$ cat src/rtl/mem_access_unit.sv
// Load/store unit: turns an ALU effective address and rs2 data into one word-bus transaction.
// Latency: 2 + bus wait cycles from accept to resp_valid; 1 cycle for misaligned or illegal-size requests.
// Backpressure: req_ready only in IDLE; stall holds the core while the access is outstanding.
//
// Ports:
//   cpu_clk, cpu_rst                 clock and synchronous active-high reset
//   req_valid/we/size/unsigned/addr/wdata   request from the core (sampled in IDLE only)
//   req_ready, stall                 accept indication and core hold
//   resp_valid/rdata/err             one-cycle completion with extended load data
//   bus_req/we/addr/wstrb/wdata      registered word-bus request, stable until ack
//   bus_ack, bus_rdata               bus completion and read word
//
// Optional feature: define LSU_TIMEOUT_EN to abort a BUS access after
// TIMEOUT_CYCLES cycles without bus_ack (reported as resp_err).
module mem_access_unit #(
  parameter int unsigned TIMEOUT_CYCLES = 255
) (
  input  logic        cpu_clk,
  input  logic        cpu_rst,
  input  logic        req_valid,
  input  logic        req_we,
  input  logic [1:0]  req_size,
  input  logic        req_unsigned,
  input  logic [31:0] req_addr,
  input  logic [31:0] req_wdata,
  output logic        req_ready,
  output logic        stall,
  output logic        resp_valid,
  output logic [31:0] resp_rdata,
  output logic        resp_err,
  output logic        bus_req,
  output logic        bus_we,
  output logic [31:0] bus_addr,
  output logic [3:0]  bus_wstrb,
  output logic [31:0] bus_wdata,
  input  logic        bus_ack,
  input  logic [31:0] bus_rdata
);

  if (TIMEOUT_CYCLES == 0 || TIMEOUT_CYCLES > 65535) begin : g_bad_timeout
    $error("mem_access_unit: TIMEOUT_CYCLES must be in 1..65535");
  end

  typedef enum logic [1:0] {
    ST_IDLE = 2'd0,
    ST_BUS  = 2'd1,
    ST_RESP = 2'd2
  } state_e;

  state_e      state_q;
  logic        req_ready_q;
  logic        bus_req_q;
  logic        bus_we_q;
  logic [31:0] bus_addr_q;
  logic [3:0]  bus_wstrb_q;
  logic [31:0] bus_wdata_q;
  logic        resp_valid_q;
  logic        resp_err_q;
  logic [31:0] resp_rdata_q;
  logic [1:0]  size_q;
  logic        uns_q;
  logic [1:0]  lane_q;

`ifdef LSU_TIMEOUT_EN
  localparam logic [15:0] TO_LAST = 16'(TIMEOUT_CYCLES - 1);
  logic [15:0] cnt_q;
`endif

  // Request decode (IDLE side) and load extraction (BUS side).
  logic        bad_d;
  logic [3:0]  wstrb_d;
  logic [31:0] wdata_d;
  logic [31:0] byte_shift;
  logic [15:0] half_sel;
  logic [31:0] rdata_ext_d;

  always_comb begin
    bad_d = (req_size == 2'b11) ||
            (req_size == 2'b01 && req_addr[0]) ||
            (req_size == 2'b10 && req_addr[1:0] != 2'b00);

    wstrb_d = 4'b0000;
    wdata_d = 32'h0;
    if (req_we) begin
      case (req_size)
        2'b00: begin
          wstrb_d = 4'b0001 << req_addr[1:0];
          wdata_d = {4{req_wdata[7:0]}};
        end
        2'b01: begin
          wstrb_d = 4'b0011 << req_addr[1:0];
          wdata_d = {2{req_wdata[15:0]}};
        end
        default: begin
          wstrb_d = 4'b1111;
          wdata_d = req_wdata;
        end
      endcase
    end

    // Byte lane selected by the low address bits, half lane by addr[1].
    byte_shift = bus_rdata >> {lane_q, 3'b000};
    half_sel   = lane_q[1] ? bus_rdata[31:16] : bus_rdata[15:0];
    case (size_q)
      2'b00:   rdata_ext_d = {{24{~uns_q & byte_shift[7]}}, byte_shift[7:0]};
      2'b01:   rdata_ext_d = {{16{~uns_q & half_sel[15]}}, half_sel};
      default: rdata_ext_d = bus_rdata;
    endcase
  end

  always_ff @(posedge cpu_clk) begin
    if (cpu_rst) begin
      state_q      <= ST_IDLE;
      req_ready_q  <= 1'b1;
      bus_req_q    <= 1'b0;
      bus_we_q     <= 1'b0;
      bus_addr_q   <= 32'h0;
      bus_wstrb_q  <= 4'b0000;
      bus_wdata_q  <= 32'h0;
      resp_valid_q <= 1'b0;
      resp_err_q   <= 1'b0;
      resp_rdata_q <= 32'h0;
      size_q       <= 2'b00;
      uns_q        <= 1'b0;
      lane_q       <= 2'b00;
`ifdef LSU_TIMEOUT_EN
      cnt_q        <= 16'h0;
`endif
    end else begin
      case (state_q)
        ST_IDLE: begin
          if (req_valid) begin
            size_q      <= req_size;
            uns_q       <= req_unsigned;
            lane_q      <= req_addr[1:0];
            req_ready_q <= 1'b0;
            if (bad_d) begin
              // Rejected without touching the bus.
              state_q      <= ST_RESP;
              resp_valid_q <= 1'b1;
              resp_err_q   <= 1'b1;
              resp_rdata_q <= 32'h0;
            end else begin
              state_q     <= ST_BUS;
              bus_req_q   <= 1'b1;
              bus_we_q    <= req_we;
              bus_addr_q  <= {req_addr[31:2], 2'b00};
              bus_wstrb_q <= wstrb_d;
              bus_wdata_q <= wdata_d;
`ifdef LSU_TIMEOUT_EN
              cnt_q       <= 16'h0;
`endif
            end
          end
        end

        ST_BUS: begin
          if (bus_ack) begin
            state_q      <= ST_RESP;
            bus_req_q    <= 1'b0;
            bus_we_q     <= 1'b0;
            bus_wstrb_q  <= 4'b0000;
            resp_valid_q <= 1'b1;
            resp_err_q   <= 1'b0;
            resp_rdata_q <= bus_we_q ? 32'h0 : rdata_ext_d;
          end
`ifdef LSU_TIMEOUT_EN
          // An ack in the final cycle takes priority over the abort above.
          else if (cnt_q == TO_LAST) begin
            state_q      <= ST_RESP;
            bus_req_q    <= 1'b0;
            bus_we_q     <= 1'b0;
            bus_wstrb_q  <= 4'b0000;
            resp_valid_q <= 1'b1;
            resp_err_q   <= 1'b1;
            resp_rdata_q <= 32'h0;
          end else begin
            cnt_q <= cnt_q + 16'd1;
          end
`else
          // Without the watchdog the access waits for bus_ack indefinitely.
`endif
        end

        ST_RESP: begin
          state_q      <= ST_IDLE;
          req_ready_q  <= 1'b1;
          resp_valid_q <= 1'b0;
          resp_err_q   <= 1'b0;
          resp_rdata_q <= 32'h0;
        end

        default: begin
          state_q     <= ST_IDLE;
          req_ready_q <= 1'b1;
        end
      endcase
    end
  end

  // Low in RESP so the core consumes resp_rdata and advances that cycle.
  assign stall      = (state_q == ST_IDLE && req_valid) || (state_q == ST_BUS);
  assign req_ready  = req_ready_q;
  assign resp_valid = resp_valid_q;
  assign resp_err   = resp_err_q;
  assign resp_rdata = resp_rdata_q;
  assign bus_req    = bus_req_q;
  assign bus_we     = bus_we_q;
  assign bus_addr   = bus_addr_q;
  assign bus_wstrb  = bus_wstrb_q;
  assign bus_wdata  = bus_wdata_q;

endmodule

$ cat config.mk
export PLATFORM = sky130hd
export DESIGN_NAME = mem_access_unit
export DESIGN_NICKNAME = d
export VERILOG_FILES = /design/src/rtl/mem_access_unit.sv
export SDC_FILE = /design/constraint.sdc
export NUM_CORES = 1
export LEC_CHECK = 0
export ABC_AREA = 1
export CAP_MARGIN = 40
export CORE_UTILIZATION = 40
export DETAILED_ROUTE_END_ITERATION = 6
export GPL_TIMING_DRIVEN = 0
export PLACE_DENSITY = 0.79
export SYNTH_ARGS = -nofsm -noshare
export SYNTH_HDL_FRONTEND = slang
export SYNTH_SLANG_ARGS = --single-unit
$ cat constraint.sdc
create_clock -name cpu_clk -period 3.5 [get_ports cpu_clk]
set_input_delay 0.7 -clock cpu_clk [delete_from_list [all_inputs] [get_ports cpu_clk]]
set_output_delay 0.7 -clock cpu_clk [all_outputs]
set_load 0.02 [all_outputs]
==> out/summary.txt <==
FLOORPLANNING
--------------------------------------------------------------------------------------
Die height ..............................................................     114.5 um
Floorplan row count .....................................................           40
Area of the core ........................................................ 0.01216 mm^2
Die extent in x .........................................................     114.5 um
Die ar. ................................................................. 0.01312 mm^2
IO Count ................................................................          210
Starting utilization of the core area ...................................       41.66%

TIMING
--------------------------------------------------------------------------------------
Count of final max-slew check failures ..................................            0
Final worst-path cycle share ............................................       83.86%
Number of endpoints with negative hold slack in the final report ........            0
Total Neg Setup Slack ...................................................         0 ps
Post-layout worst setup margin ..........................................     565.0 ps
Final setup violation count .............................................            0
Slew at the pin closest to its max-slew limit ...........................     693.8 ps
Max Clk Rate ............................................................    340.7 MHz
Setup repair after global routing missed its margin .....................           no
Final worst clock skew ..................................................     8.844 ps
Slew Limit Headroom .....................................................       53.75%
Min cycle time layout ...................................................      2935 ps

YOSYS
--------------------------------------------------------------------------------------
Warnings from Yosys .....................................................            0
Cell area after synthesis ............................................... 0.005066 mm^2
EDFF count, synth .......................................................            0
Fraction of synthesized cell area taken by the top area cell type .......       43.47%
Cell type with the highest aggregate area in the netlist ................      dfxtp_1
Synthesis-stage register bit count ......................................          110
Most used flip-flop cell after synthesis ................................      dfxtp_1
Number of different library cells in the post-synthesis netlist .........           35
Largest cells by area after synthesis ................................... dfxtp_1 (43%), nand2_1 (11%), nor2_1 (11%), o21ai_0 (8.2%), a21oi_1 (7.5%)
Part of the Yosys area used for sequential elements .....................       43.47%
Post-synth ARST share ...................................................           0%
Number of standard cells after synthesis ................................          721
Average size of a mapped cell ...........................................   7.027 um^2

WORST SETUP PATH
--------------------------------------------------------------------------------------
RR Endpoint ............................................................. resp_rdata[3]$_SDFFE_PP0P_
Number of cells on the worst reg-to-reg path ............................            9
Flop2flop setup slack ...................................................      1600 ps
Arrival @ worst endpoint ................................................      2230 ps
Category of the most critical setup path ................................    in -> out
Critical path required time .............................................      2800 ps
Setup crit start kind ...................................................   input port
Peak fanout along the critical path .....................................           10
Worst R2R Start ......................................................... state_q[0]$_SDFFE_PP0P_
Critical path capture point type ........................................   output pin

GLOBAL ROUTE
--------------------------------------------------------------------------------------
First-pass GRT wire length ..............................................     26.92 mm
Via count of the first global-routing pass ..............................         5335
Antenna violations before repair ........................................            0
All-layer global routing usage ..........................................       26.51%
Total congestion overflow ...............................................            0
Largest net degree at the start of global routing .......................           17

ROUTE
--------------------------------------------------------------------------------------
Via density .............................................................        5.031
Total length of routed wires ............................................     17.17 mm
Average detailed-routed wire length per instance ........................     15.45 um
DRC violations left .....................................................            0
Number of antenna-violating nets in the routed design ...................            0
Routed via count ........................................................         5589
Drt initial violations ..................................................          325
Drt pass-1 iters ........................................................            7

PWR
--------------------------------------------------------------------------------------
Reported leakage power ..................................................     3.092 nW
Switching Power .........................................................   0.001035 W
Total power per unit cell area .......................................... 431.2 mW/mm^2
Portion of total power attributed to the clock network ..................        29.2%
Internal power of the cells .............................................   0.002246 W
Comb pwr share ..........................................................        28.3%
Share of total power consumed by net switching ..........................       31.55%
VDD IR max ..............................................................     432.1 uV
Sequential Power Share ..................................................        42.5%

FINAL LAYOUT
--------------------------------------------------------------------------------------
Number of filler instances in the final layout ..........................         1095
Share of final-layout standard cells stronger than drive strength 1 .....       5.938%
Relative area change from synthesis to final layout .....................       50.21%
Final-stage net count ...................................................         1047
Inserted Diodes .........................................................            0

PLACE
--------------------------------------------------------------------------------------
Detailed Place HPWL .....................................................     13.02 mm
Number of buffers added on ports ........................................          206
Worst slack at placement ................................................     564.0 ps
Final estimated routing congestion in global placement ..................       0.8843

CLOCK TREE
--------------------------------------------------------------------------------------
Clock slew at the register clock pins of the worst setup and hold paths .        70 ps
Clk_lat worst skew ......................................................       350 ps
Root Buffer Master ......................................................    clkbuf_16
TritonCTS clock tree ....................................................          yes
CTS H-tree depth ........................................................            3
Total number of clock tree sinks ........................................          110
Number of hold buffers added after cts ..................................            0
Max clock buf depth .....................................................            2
Setup bufs post-CTS .....................................................            0
Number of clock buffers inserted by TritonCTS ...........................            9
Total of cells resized after clock tree synthesis .......................            0

RUN
--------------------------------------------------------------------------------------
Maximum Capacitance Violations ..........................................            0

WORST HOLD PATH
--------------------------------------------------------------------------------------
Number of cells on the worst hold path ..................................            2
Hold path startpoint .................................................... resp_rdata[29]$_SDFFE_PP0P_
Hold worst-path end ..................................................... resp_rdata[29]$_SDFFE_PP0P_
Class of the most critical hold timing path .............................   reg -> reg

STATUS
--------------------------------------------------------------------------------------
Result of the run ....................................................... finished clean

## final cells by class
class / count / area (um^2) / share of cell area (%)
inverter: 36 / 137.6 / 1.809
buffer: 48 / 272.8 / 3.584
multi-input combinational: 528 / 2457 / 32.29
clock buffer: 12 / 246.5 / 3.239
timing repair buffer: 206 / 2062 / 27.10
sequential: 110 / 2202 / 28.94
tap: 168 / 210.2 / 2.762
clock inverter: 3 / 21.27 / 0.2795
## power by group through the flow
| stage | Combinational, W | Clock (W) | Sequential (W) |
|---|---|---|---|
| after floorplan | 0.000404 | 0 | 0.00151 |
| after global placement | 0.000915 | 0 | 0.00142 |
| after detailed placement | 0.000919 | 0 | 0.00142 |
| after CTS | 0.000924 | 0.000975 | 0.00140 |
| after global routing | 0.00101 | 0.00102 | 0.00141 |
| final | 0.000927 | 0.000959 | 0.00140 |
## through the flow
step	total power [W]	instances	hold slack, ps	utilization [%]	area, um^2
after global placement	0.002335	1096	450.0	60.37	7342
after detailed placement	0.002340	1096	455.8	60.37	7342
after floorplan	0.001919	722	467.8	-	5070
final	0.003282	1111	463.7	62.57	7610
after global routing	0.003429	1111	480.9	62.57	7610
after CTS	0.003293	1111	466.5	62.57	7610
## how the worst max path moves through the flow
stage	from	end	slack [ps]	depth (start not counted)
after floorplan	req_valid	stall	1610	3
after global placement	req_valid	stall	560	5
after detailed placement	req_valid	stall	560	5
after CTS	req_valid	stall	560	5
after global routing	req_valid	stall	430	5
final	req_valid	stall	570	5
## registers in the layout (all words and copies together) (netlist names)
signal,cells
bus_wstrb,4
resp_err,1
resp_rdata,32
bus_req,1
bus_wdata,32
bus_we,1
lane_q,2
state_q,2
uns_q,1
size_q,2
req_ready,1
bus_addr,30
resp_valid,1
## cells in the mapped netlist, types with 2 or more instances
cell type	number
o21ai_0	83
buf_2	13
o21ai_1	3
a21oi_1	76
buf_6	7
clkbuf_1	19
nor2_1	146
nand3_1	24
o22ai_1	2
o211a_1	7
ha_1	4
inv_1	32
dfxtp_1	110
o211ai_1	6
o21a_1	5
o221ai_1	2
buf_1	2
a211oi_2	5
and2_0	3
buf_4	6
inv_2	2
nand3_2	2
nand2_1	149
nor2_2	2
## cells in the final DEF, fill, tap and decap left out, drive strengths merged
cell,synthesis,layout
clkinvlp,0,1
o211a,7,7
nand2,150,150
o22ai,2,2
nor2,148,148
inv,35,35
o221ai,2,2
a22oi,1,1
nand3,27,27
o211ai,6,6
clkinv,1,3
o21ai,87,87
o21a,5,5
and2,3,3
clkdlybuf4s50,0,206
buf,28,28
a21oi,76,76
ha,4,4
clkbuf,20,32
conb,1,2
dfxtp,110,110
nor3,1,1
o31ai,1,1
a211oi,6,6
## metal layers
layer  GRT usage, %  up-vias  share of wire [%]
li1               -     2787                  -
met1          31.50     2544                 42
met2          44.81      233                 47
met3          9.529       25                9.1
met4          7.792        0                1.9
met5              0        -                  0
## critical path: stages
cell             delay [ps]
clkdlybuf4s50_1         440
nand2_1                 110
clkbuf_1                310
nand2_1                 100
clkdlybuf4s50_1         580
## kinds of logic after synthesis
family,after synthesis,share of synthesized area (%)
and+or+nand+nor,329,25.91
adders and majority gates,4,0.9879
AOI/OAI and AO/OA,193,21.46
other,1,0.07402
buffers and inverters,84,8.101
DFF,110,43.47
(Power assumes the default switching activity.)
